$ cat config.mk
export PLATFORM = sky130hd
export DESIGN_NAME = wallace_tree_mult_pipe_flat
export DESIGN_NICKNAME = d
export VERILOG_FILES = /design/src/rtl/wallace_tree_mult_pipe_if.sv /design/src/rtl/wallace_tree_mult_pipe.sv /design/src/flat_wrapper.sv
export SDC_FILE = /design/constraint.sdc
export NUM_CORES = 1
export LEC_CHECK = 0
export CORE_MARGIN = 2
export CORE_UTILIZATION = 37
export DETAILED_ROUTE_END_ITERATION = 6
export HOLD_SLACK_MARGIN = 0.05
export RECOVER_POWER = 100
export SETUP_SLACK_MARGIN = 0.05
export SLEW_MARGIN = 25
export SYNTH_ARGS = -nofsm -noshare
export SYNTH_HDL_FRONTEND = slang
export SYNTH_SLANG_ARGS = --single-unit
export TNS_END_PERCENT = 1
$ cat constraint.sdc
create_clock -name clk -period 2.8 [get_ports clk]
set_input_delay 0.42 -clock clk [delete_from_list [all_inputs] [get_ports clk]]
set_output_delay 0.42 -clock clk [all_outputs]
set_load 0.02 [all_outputs]
$ cat src/rtl/wallace_tree_mult_pipe_if.sv
// ---------------------------------------------------------------------------
// wallace_tree_mult_pipe_if
//   Operand/result bundle for the pipelined Wallace-tree multiplier.
//   Signals:
//     A         signed 16-bit multiplicand   (master -> slave)
//     B         signed 16-bit multiplier     (master -> slave)
//     C         signed 32-bit product        (slave  -> master)
//   With WALLACE_VALID_EN defined, two more signals are added:
//     in_valid  operand pair qualifier       (master -> slave)
//     out_valid product qualifier            (slave  -> master)
//   Modports: master drives operands, slave (the multiplier) drives results.
// ---------------------------------------------------------------------------
interface wallace_tree_mult_pipe_if;
    logic signed [15:0] A;
    logic signed [15:0] B;
    logic signed [31:0] C;
`ifdef WALLACE_VALID_EN
    logic               in_valid;
    logic               out_valid;

    modport master (output A, B, in_valid, input  C, out_valid);
    modport slave  (input  A, B, in_valid, output C, out_valid);
`else
    modport master (output A, B, input  C);
    modport slave  (input  A, B, output C);
`endif
endinterface

$ cat src/rtl/wallace_tree_mult_pipe.sv
// ---------------------------------------------------------------------------
// wallace_tree_mult_pipe
//   Pipelined signed 16x16 -> 32-bit multiplier. Baugh-Wooley partial
//   products are reduced by a Wallace tree of 3:2 carry-save adders and
//   resolved by one final carry-propagate add. One pair accepted per clock,
//   result in C six rising edges later (sampled at edge k, visible after k+5).
//
//   Stages: S1 operands | S2 partial products + CSA level 17->12
//           S3 12->8->6 | S4 6->4->3 | S5 3->2 | S6 final add into C
//
//   Ports:
//     clk  rising-edge clock
//     rst  synchronous active-low reset, clears every register
//     bus  wallace_tree_mult_pipe_if.slave (A, B in; C out)
//
//   Optional build macro WALLACE_VALID_EN: adds in_valid/out_valid; a valid
//   bit rides a shift register alongside the data and each stage register
//   only loads when the data entering it is valid.
// ---------------------------------------------------------------------------
module wallace_tree_mult_pipe (
    input  logic                   clk,
    input  logic                   rst,
    wallace_tree_mult_pipe_if.slave bus
);
    localparam int N   = 16;
    localparam int W   = 2 * N;
    localparam int LAT = 6;

    typedef logic [W-1:0] vec_t;
    typedef struct packed {
        vec_t s;
        vec_t c;
    } csa_t;

    // Baugh-Wooley correction: +2^N and +2^(2N-1), carries past bit 31 dropped.
    localparam vec_t BW_CORR = 32'h8001_0000;

    // 3:2 compressor over whole vectors; the carry is already weighted
    // one column up, and the carry out of bit 31 is discarded.
    function automatic csa_t csa3(input vec_t x, input vec_t y, input vec_t z);
        csa_t r;
        vec_t maj;
        maj = (x & y) | (x & z) | (y & z);
        r.s = x ^ y ^ z;
        r.c = {maj[W-2:0], 1'b0};
        return r;
    endfunction

    logic [N-1:0]   a_q, a_d, b_q, b_d;
    vec_t           pp      [N+1];
    vec_t           rows2_q [12];
    vec_t           rows2_d [12];
    vec_t           l3      [8];
    vec_t           rows3_q [6];
    vec_t           rows3_d [6];
    vec_t           l4      [4];
    vec_t           rows4_q [3];
    vec_t           rows4_d [3];
    vec_t           rows5_q [2];
    vec_t           rows5_d [2];
    vec_t           c_q, c_d;
    logic [LAT-1:0] stage_en;   // bit n: load enable of stage n+1

`ifdef WALLACE_VALID_EN
    logic [LAT-1:0] v_q, v_d;

    always_comb begin
        v_d      = {v_q[LAT-2:0], bus.in_valid};
        // A stage loads exactly when the data arriving at it is valid.
        stage_en = v_d;
    end

    always_ff @(posedge clk) begin
        if (!rst) v_q <= '0;
        else      v_q <= v_d;
    end

    assign bus.out_valid = v_q[LAT-1];
`else
    assign stage_en = '1;
`endif

    // ---- S1: operand capture --------------------------------------------
    // NOTE: every always_comb output gets a default first (here the held
    // value), so no path leaves it unassigned and no latch is inferred.
    always_comb begin
        a_d = a_q;
        b_d = b_q;
        if (stage_en[0]) begin
            a_d = bus.A;
            b_d = bus.B;
        end
    end

    // ---- S2: Baugh-Wooley partial products ------------------------------
    // Row i is A*b[i] shifted by i. Terms pairing exactly one sign bit are
    // inverted: bit 15 of rows 0..14, bits 0..14 of row 15.
    for (genvar i = 0; i < N; i++) begin : g_pp
        localparam logic [N-1:0] INV = (i == N-1) ? 16'h7FFF : 16'h8000;
        assign pp[i] = vec_t'((a_q & {N{b_q[i]}}) ^ INV) << i;
    end
    assign pp[N] = BW_CORR;

    // First CSA level, 17 -> 12 rows.
    always_comb begin
        rows2_d = rows2_q;
        if (stage_en[1]) begin
            {rows2_d[0], rows2_d[1]} = csa3(pp[0],  pp[1],  pp[2]);
            {rows2_d[2], rows2_d[3]} = csa3(pp[3],  pp[4],  pp[5]);
            {rows2_d[4], rows2_d[5]} = csa3(pp[6],  pp[7],  pp[8]);
            {rows2_d[6], rows2_d[7]} = csa3(pp[9],  pp[10], pp[11]);
            {rows2_d[8], rows2_d[9]} = csa3(pp[12], pp[13], pp[14]);
            rows2_d[10] = pp[15];
            rows2_d[11] = pp[16];
        end
    end

    // ---- S3: 12 -> 8 -> 6 -------------------------------------------------
    always_comb begin
        {l3[0], l3[1]} = csa3(rows2_q[0], rows2_q[1],  rows2_q[2]);
        {l3[2], l3[3]} = csa3(rows2_q[3], rows2_q[4],  rows2_q[5]);
        {l3[4], l3[5]} = csa3(rows2_q[6], rows2_q[7],  rows2_q[8]);
        {l3[6], l3[7]} = csa3(rows2_q[9], rows2_q[10], rows2_q[11]);
        rows3_d = rows3_q;
        if (stage_en[2]) begin
            {rows3_d[0], rows3_d[1]} = csa3(l3[0], l3[1], l3[2]);
            {rows3_d[2], rows3_d[3]} = csa3(l3[3], l3[4], l3[5]);
            rows3_d[4] = l3[6];
            rows3_d[5] = l3[7];
        end
    end

    // ---- S4: 6 -> 4 -> 3 --------------------------------------------------
    always_comb begin
        {l4[0], l4[1]} = csa3(rows3_q[0], rows3_q[1], rows3_q[2]);
        {l4[2], l4[3]} = csa3(rows3_q[3], rows3_q[4], rows3_q[5]);
        rows4_d = rows4_q;
        if (stage_en[3]) begin
            {rows4_d[0], rows4_d[1]} = csa3(l4[0], l4[1], l4[2]);
            rows4_d[2] = l4[3];
        end
    end

    // ---- S5: 3 -> 2 -------------------------------------------------------
    always_comb begin
        rows5_d = rows5_q;
        if (stage_en[4]) {rows5_d[0], rows5_d[1]} = csa3(rows4_q[0], rows4_q[1], rows4_q[2]);
    end

    // ---- S6: final carry-propagate add (mod 2^32) -------------------------
    always_comb begin
        c_d = stage_en[5] ? rows5_q[0] + rows5_q[1] : c_q;
    end

    // NOTE: state is updated only with non-blocking assignments so every
    // stage samples the previous-cycle value of the stage before it.
    always_ff @(posedge clk) begin
        if (!rst) begin
            // NOTE: the pipeline arrays are small register banks, not RAM,
            // so they are cleared like any other flop; no X leaves reset.
            a_q     <= '0;
            b_q     <= '0;
            rows2_q <= '{default: '0};
            rows3_q <= '{default: '0};
            rows4_q <= '{default: '0};
            rows5_q <= '{default: '0};
            c_q     <= '0;
        end else begin
            a_q     <= a_d;
            b_q     <= b_d;
            rows2_q <= rows2_d;
            rows3_q <= rows3_d;
            rows4_q <= rows4_d;
            rows5_q <= rows5_d;
            c_q     <= c_d;
        end
    end

    assign bus.C = c_q;

endmodule

$ cat src/flat_wrapper.sv
// flat-port wrapper written by rule: the top's interface ports become plain ports
module wallace_tree_mult_pipe_flat 
  (clk, rst, bus_A, bus_B, bus_C);
  wallace_tree_mult_pipe_if bus_i ();
  input  logic clk;
  input  logic rst;
  input wire logic [$bits(bus_i.A)-1:0] bus_A;
  input wire logic [$bits(bus_i.B)-1:0] bus_B;
  output wire logic [$bits(bus_i.C)-1:0] bus_C;
  assign bus_i.A = bus_A;
  assign bus_i.B = bus_B;
  assign bus_C = bus_i.C;
  wallace_tree_mult_pipe u_core (.clk(clk), .rst(rst), .bus(bus_i));
endmodule
==> results of run 1 <==
==> Yosys cell counts (2+ instances only) <==
cell / n / share of area
clkbuf_1: 90 / 0.015
o21ai_0: 10 / 0.0023
nor2_1: 9 / 0.0015
nand2b_1: 8 / 0.0023
o21a_1: 6 / 0.0021
a21oi_1: 22 / 0.0050
a31oi_1: 6 / 0.0017
and2_1: 670 / 0.19
fa_1: 201 / 0.18
nor2b_1: 17 / 0.0049
nor3_1: 3 / 0.00069
xnor2_1: 9 / 0.0036
dfxtp_1: 499 / 0.46
a21o_2: 2 / 0.00080
nand4_1: 3 / 0.00086
nand2_1: 35 / 0.0060
and3_1: 8 / 0.0023
mux2i_1: 6 / 0.0027
xor2_1: 7 / 0.0028
a21o_1: 10 / 0.0034
a21boi_0: 22 / 0.0076
inv_1: 210 / 0.036
nand3_1: 5 / 0.0011
o21ai_1: 2 / 0.00046
a211o_1: 2 / 0.00080
ha_1: 93 / 0.053
==> area by class of cell <==
type / instances / area (um^2)
Clock inverter: 13 / 165.2
Inverter: 210 / 788.3
Clock buffer: 77 / 1516
Tap cell: 773 / 967.2
Timing Repair Buffer: 72 / 725.7
Antenna cell: 1 / 2.502
Fill cell: 5500 / 33810
Sequential cell: 499 / 9990
Multi-Input combinational cell: 1174 / 10720
==> power breakdown <==
part	switching, mW	internal (mW)	total (mW)
clock	2.74	4.01	6.75
combinational	0.470	0.437	0.906
sequential	0.240	7.38	7.62
==> layer usage <==
layer / up-vias / wire length, um
met5: - / 0
met4: 0 / 1017
met3: 82 / 1431
met2: 201 / 17440
met1: 5927 / 20180
li1: 6003 / -
==> worst paths after layout <==
path                                            to          startpoint  cells past startpoint  slack, ns
worst max-delay path              u_core.bus.C[29]   u_core.rows5_q[7]                      8       0.23
worst min-delay path                 u_core.a_q[9]            bus_A[9]                      2       0.39
worst max register to register    u_core.bus.C[29]   u_core.rows5_q[7]                      8       0.23
worst min register to register  u_core.rows5_q[35]  u_core.rows4_q[67]                      1       0.43
==> per-stage QoR <==
stage          worst slack, ns  hold WS, ns    util  std cells
3_3_place_gp            0.3528       0.4161  0.3958       2728
3_5_place_dp            0.3282       0.4169  0.3958       2728
5_1_grt                 0.1057       0.3690  0.4239       2818
4_1_cts                 0.3022       0.2890  0.4244       2818
2_1_floorplan           0.5636       0.4119       -       1973
6_report                0.2336       0.3887  0.4239       2819
==> critical path: cells and delay by family (launching register included) <==
family          cells  cell delay [ns]
flops               1             0.30
fa+ha+maj           2             0.65
simple gates        1             0.23
mux                 1             0.20
compound gates      4             1.11
==> flip-flops by register name, indices dropped and copies added (netlist names) <==
register,count
u_core.a_q,16
u_core.b_q,16
u_core.bus.C,32
u_core.rows2_q,187
u_core.rows3_q,117
u_core.rows4_q,74
u_core.rows5_q,57
==> cells by family after synthesis <==
| logic type | count (synthesis) | share of synthesized area |
|---|---|---|
| multiplexers | 7 | 0.003264 |
| flip-flops | 499 | 0.4572 |
| adder cells (fa/ha/maj) | 294 | 0.2374 |
| XOR/XNOR | 16 | 0.006414 |
| AO/OA/AOI/OAI | 95 | 0.03075 |
| AND/OR/NAND/NOR | 762 | 0.2134 |
| buffers and inverters | 300 | 0.05154 |
==> impl_results.md, run 1 <==
- Yosys reg bits: 499
- GRT Util Overall: 0.1359
- Most frequent standard cell in the layout excluding fill and tap cells: and2_1
- Later-pin clock latency in the skew report: 0.59 ns
- Data required time at the worst endpoint: 3.31 ns
- Top library cells by usage in the layout, fill and taps aside: and2_1, dfxtp_1, inv_1, fa_1, and2_0
- Final estimated routing congestion in global placement: 0.8130
- Met1 Usage GRT: 0.1906
- Number of buffers inserted by hold repair at cts: 0
- Clock tree root driver cell: clkbuf_16
- Final Hold Viols: 0
- Area of the die: 61010 um^2
- Number of port buffers: 65
- Slowest library cell on the worst path: fa_1
- Number of global-route vias before repair: 12670
- Detailed-routing iteration count for the pre-antenna-repair pass: 5
- Largest stage delay on the critical path: 0.43 ns
- Class of the worst hold path: in2reg
- Count of final max-slew check failures: 102
- Number of warnings reported in the yosys synthesis log: 0
- Boundary pin count: 66
- GRT met3 Usage: 0.02507
- Total power of the final layout: 15.28 mW
- Number of buffers created by CTS: 52
- Number of max-cap violations: 1
- Clock Skews: 0.02049 ns
- Period Utilization, post-route: 0.9166
- GRT Max-Usage Layer: met2
- Sinks on Clock Net: 499
- Remaining global-route overflow: 0
- Detailed Place HPWL: 27590 um
- Arr. time, crit path: 3.08 ns
- Violations in the final reports: max-capacitance violations, max-slew violations
- CTS resizes: 0
- Minimum period implied by the final worst setup slack: 2.566 ns
- Count of different cell masters after synthesis: 44
- H-tree lvl count: 2
- Maximum frequency from static timing analysis: 0.3897 GHz
- Result of the run: complete, but fails checks
- First-pass GRT wire length: 65960 um
- TritonCTS clock tree: done
- DRC: 0
- Detailed-route wire length per cell: 14.21 um
- Mean Syn Cell Area: 11.07 um^2
- Final layout net count: 2337
- Number of standard cells after synthesis: 1973
- Vias after detailed routing: 12210
- Share of synthesized area occupied by flip-flops and latches: 0.4572
- Critical path, cell by cell: ha_1 > fa_1 > a211o_1 > a211oi_4 > o22ai_1 > nand2b_4 > a31oi_4 > mux2i_1
- Clock buffer depth: 3
- Leading register cell type out of synthesis: dfxtp_1
- Worst-path maximum fanout: 4
- Detailed router's first-iteration violation count: 498
- Worst IR Drop VDD: 397.7 uV
- Placed inst area: 23220 um^2
- Core area: 58690 um^2
- Relative max-transition margin: -0.2224
- Synthesized area: 21850 um^2
- Met2 Resource Use GR: 0.2096
- Die extent in y: 247.0 um
- Average vias per placed instance: 4.332
- Worst slew pin tran: 1.834 ns
- Number of antenna violations at the first check in global routing: 2
- Type of element launching the critical path: flip-flop
- Final antenna-violating net count: 0
- Endpoint type of the worst setup path: flip-flop
- Reported leakage power: 11.35 nW
- Total routed wirelength: 40070 um
- Share of flip-flops with an asynchronous set or reset: 0
- Clock transition at the registers of the reported paths: 0.06 ns
- Buffers inserted during post-CTS setup optimization: 0
- Finished layout cell area: 24880 um^2
- Final setup TNS: 0 ns
- Total nets after synthesis: 2301
- Number of flops mapped to enable cells by yosys: 0
- Effective utilization at floorplan: 0.3723
- RSZ-0062 raised after global routing: false
- Area growth syn-to-layout: 13.85%
- P per Cell Area: 614.4 nW/um^2
- Chip Width: 247.0 um
- Pin count of the biggest net entering global routing: 137
- Type of the setup path with the least slack: reg2reg
- Number of rows created at floorplan: 89
- Share of final-layout standard cells stronger than drive strength 1: 0.04401
- Count of endpoints failing setup in the final report: 0
Note: power is estimated with default switching activity, not from simulation.
==> run 2: changes to the inputs <==
CELL_PAD_IN_SITES_DETAIL_PLACEMENT = 1   (was not set)
CELL_PAD_IN_SITES_GLOBAL_PLACEMENT = 1   (was not set)
PLACE_DENSITY_LB_ADDON = 0.1   (was not set)
==> run 2 against run 1 <==
The flow still finishes with violations (max-capacitance violations, max-slew violations). Design area rose by 0.90%. Power is 3.7% higher. Register-to-register slack better by 0.06 ns. Sequential share of layout area is 0.36 points lower. Core utilization grew 0.38 points. Via count rose by 1.9%. Clock power grew 7.4%. Critical path depth stayed put. Critical endpoint unchanged. Highest routed layer unchanged.
==> impl_results.md, run 2 (synthesis gave the netlist of run 1 again) <==
- DRC: 0 (unchanged)
- Boundary pin count: 66 (unchanged)
- Detailed Place HPWL: 30880 um (+12%)
- Worst slew pin tran: 1.858 ns (+0.02402 ns)
- Vias after detailed routing: 12440 (+1.9%)
- Clock power share: 0.457 (+0.015)
- Count of final max-slew check failures: 95 (-6.9%)
- Number of antenna violations at the first check in global routing: 0 (-2)
- Number of cells traversed by the worst register-to-register path: 8 (unchanged)
- Number of buffers created by CTS: 56 (+7.7%)
- Average vias per placed instance: 4.381 (+1.1%)
- Crit. Startpoint: u_core.rows5_q[7]
- Total routed wirelength: 45450 um (+13%)
- Sequential group share of total power: 0.479 (-0.020)
- Result of the run: complete, but fails checks
- Area of the die: 61010 um^2 (unchanged)
- Worst IR Drop VDD: 513.4 uV (+29%)
- CTS resizes: 0 (unchanged)
- Data required time at the worst endpoint: 3.34 ns (+0.03 ns)
- Final estimated routing congestion in global placement: 0.7649 (-5.9%)
- Slack of the worst reg-to-reg path: 0.29 ns (+0.06 ns)
- Detailed-routing iteration count for the pre-antenna-repair pass: 4 (-1)
- Sinks on Clock Net: 499 (unchanged)
- Number of port buffers: 65 (unchanged)
- Number of rows created at floorplan: 89 (unchanged)
- Period Utilization, post-route: 0.8948 (-0.02173)
- H-tree lvl count: 2 (unchanged)
- Top flop regs: u_core.rows2_q: 187 flops, u_core.rows3_q: 117 flops, u_core.rows4_q: 74 flops
- Post-route met1 wirelength: 22840 um (+13%)
- Reg2reg end: u_core.bus.C[29]
- Number of buffers inserted by hold repair at cts: 0 (unchanged)
- TritonCTS clock tree: done
- Setup WS post-layout: 0.2944 ns (+0.06085 ns)
- Share of final-layout standard cells stronger than drive strength 1: 0.05324 (+0.009233)
- Worst setup endpoint: u_core.bus.C[29]
- Placed inst area: 23330 um^2 (+0.44%)
- Area growth syn-to-layout: 14.88%
- Number of max-cap violations: 1 (unchanged)
- Relative max-transition margin: -0.2384 (-0.01602)
- Later-pin clock latency in the skew report: 0.61 ns (+0.02 ns)
- Detailed-route wire length per cell: 16.00 um (+13%)
- Finished layout cell area: 25100 um^2 (+0.90%)
- Minimum period implied by the final worst setup slack: 2.506 ns (-0.06085 ns)
- Count of endpoints failing setup in the final report: 0 (unchanged)
- Clock transition at the registers of the reported paths: 0.06 ns (about the same)
- RSZ-0062 raised after global routing: false
- Max layer used: met4
- Net Sw Power: 3.678 mW (+6.4%)
- Top library cells by usage in the layout, fill and taps aside: and2_1, dfxtp_1, inv_1, fa_1, and2_0
- Final layout net count: 2353 (+0.68%)
- Reg-to-reg critical path startpoint: u_core.rows5_q[7]
- Class of the worst hold path: in2reg
- Place WS: 0.3488 ns (+0.02059 ns)
- Effective utilization at floorplan: 0.3723 (unchanged)
- Violations in the final reports: max-capacitance violations, max-slew violations
- Number of global-route vias before repair: 13580 (+7.2%)
- Detailed router's first-iteration violation count: 344 (-31%)
- P per Cell Area: 631.2 nW/um^2 (+2.7%)
- Max reg flops: 187 (unchanged)
- Arr. time, crit path: 3.05 ns (-0.03 ns)
- Remaining global-route overflow: 0 (unchanged)
- Buffers inserted during post-CTS setup optimization: 0 (unchanged)
- Clock buffer depth: 3 (unchanged)
- Type of the setup path with the least slack: reg2reg
- Final Hold Viols: 0 (unchanged)
- GRT Util Overall: 0.1577 (+0.02184)
- Die extent in y: 247.0 um (unchanged)
- Register containing the most flip-flops in the final layout: u_core.rows2_q
- Most frequent standard cell in the layout excluding fill and tap cells: and2_1
- Total met3 wirelength after detailed routing: 1516 um (+5.9%)
- Pin count of the biggest net entering global routing: 115 (-16%)
- Wire length on met2: 19880 um (+14%)
- Clock Skews: 0.02560 ns (+0.005109 ns)
- Core area: 58690 um^2 (unchanged)
- Sw Share: 0.2321 (+0.006086)
- Fraction of power consumed by combinational cells: 0.064 (+0.005)
- Internal portion of total power: 12.17 mW (+2.8%)
- Total power of the final layout: 15.84 mW (+3.7%)
- Endpoint type of the worst setup path: flip-flop
- Reported leakage power: 11.47 nW (+1.1%)
- Clock tree root driver cell: clkbuf_16
- Chip Width: 247.0 um (unchanged)
- Maximum frequency from static timing analysis: 0.3991 GHz (+2.4%)
- Final setup TNS: 0 ns (unchanged)
- Final antenna-violating net count: 0 (unchanged)
- Worst-path maximum fanout: 4 (unchanged)
- First-pass GRT wire length: 74820 um (+13%)
- Type of element launching the critical path: flip-flop
## run 2: cell count changes in the layout (fill, tap and decap cells not counted), moves of 3 or more
cell / delta
buf_4: +13
clkinvlp_4: -3
clkbuf_8: -3
and2_0: +31
and2_1: -31
clkinv_2: +9
clkbuf_16: +5
## run 2: how the worst min path moves through the flow
stage,endpoint,from,cells after the start
6_report,u_core.a_q[9],bus_A[9],2
3_5_place_dp,u_core.rows4_q[65],u_core.rows3_q[161],1
3_3_place_gp,u_core.rows3_q[62],u_core.rows2_q[62],1
5_1_grt,u_core.a_q[9],bus_A[9],2
4_1_cts,u_core.bus.C[22],rst,3
2_1_floorplan,u_core.bus.C[0],u_core.rows5_q[32],1
## run 2: power groups by stage
stage,combinational [mW],clock (mW),sequential [mW]
after detailed placement,1.05,0,7.75
after floorplan,0.675,0,7.65
after CTS,1.06,7.51,7.59
after global placement,1.02,0,7.74
after global routing,1.19,7.80,7.61
final,1.01,7.25,7.58
## run 2: through the flow
step	utilization	instances	hold WS, ns
2_1_floorplan	-	1973	0.4119
3_3_place_gp	0.3975	2740	0.4160
3_5_place_dp	0.3975	2740	0.4206
4_1_cts	0.4284	2839	0.2835
5_1_grt	0.4277	2839	0.3438
6_report	0.4277	2840	0.3684
## run 2: worst max-delay path, cell delays in order, from the launching register on
cell and delay [ns]:
dfxtp_1 0.30, ha_1 0.21, fa_1 0.43, a211o_1 0.37, a211oi_4 0.31, o22ai_1 0.21
nand2b_4 0.20, a31oi_1 0.23, mux2i_1 0.19
## run 2: layout make-up
class	instances	area, um^2
Antenna cell	1	2.502
Clock buffer	79	1600
Clock inverter	20	214.0
Fill cell	6313	33580
Inverter	210	788.3
Multi-Input combinational cell	1174	10700
Sequential cell	499	9990
Tap cell	773	967.2
Timing Repair Buffer	84	834.6
## run 2: per-layer routing
layer / up-vias / GRT usage
met3: 80 / 0.02279
met1: 6167 / 0.2230
li1: 6043 / -
met5: - / 0
met2: 153 / 0.2475
met4: 0 / 0.05227
==> run 3: changes to the inputs <==
GPL_ROUTABILITY_DRIVEN = 0   (was not set)
==> results of run 3 <==
No change in the layout: final DEF, timing and power equal those of run 2.
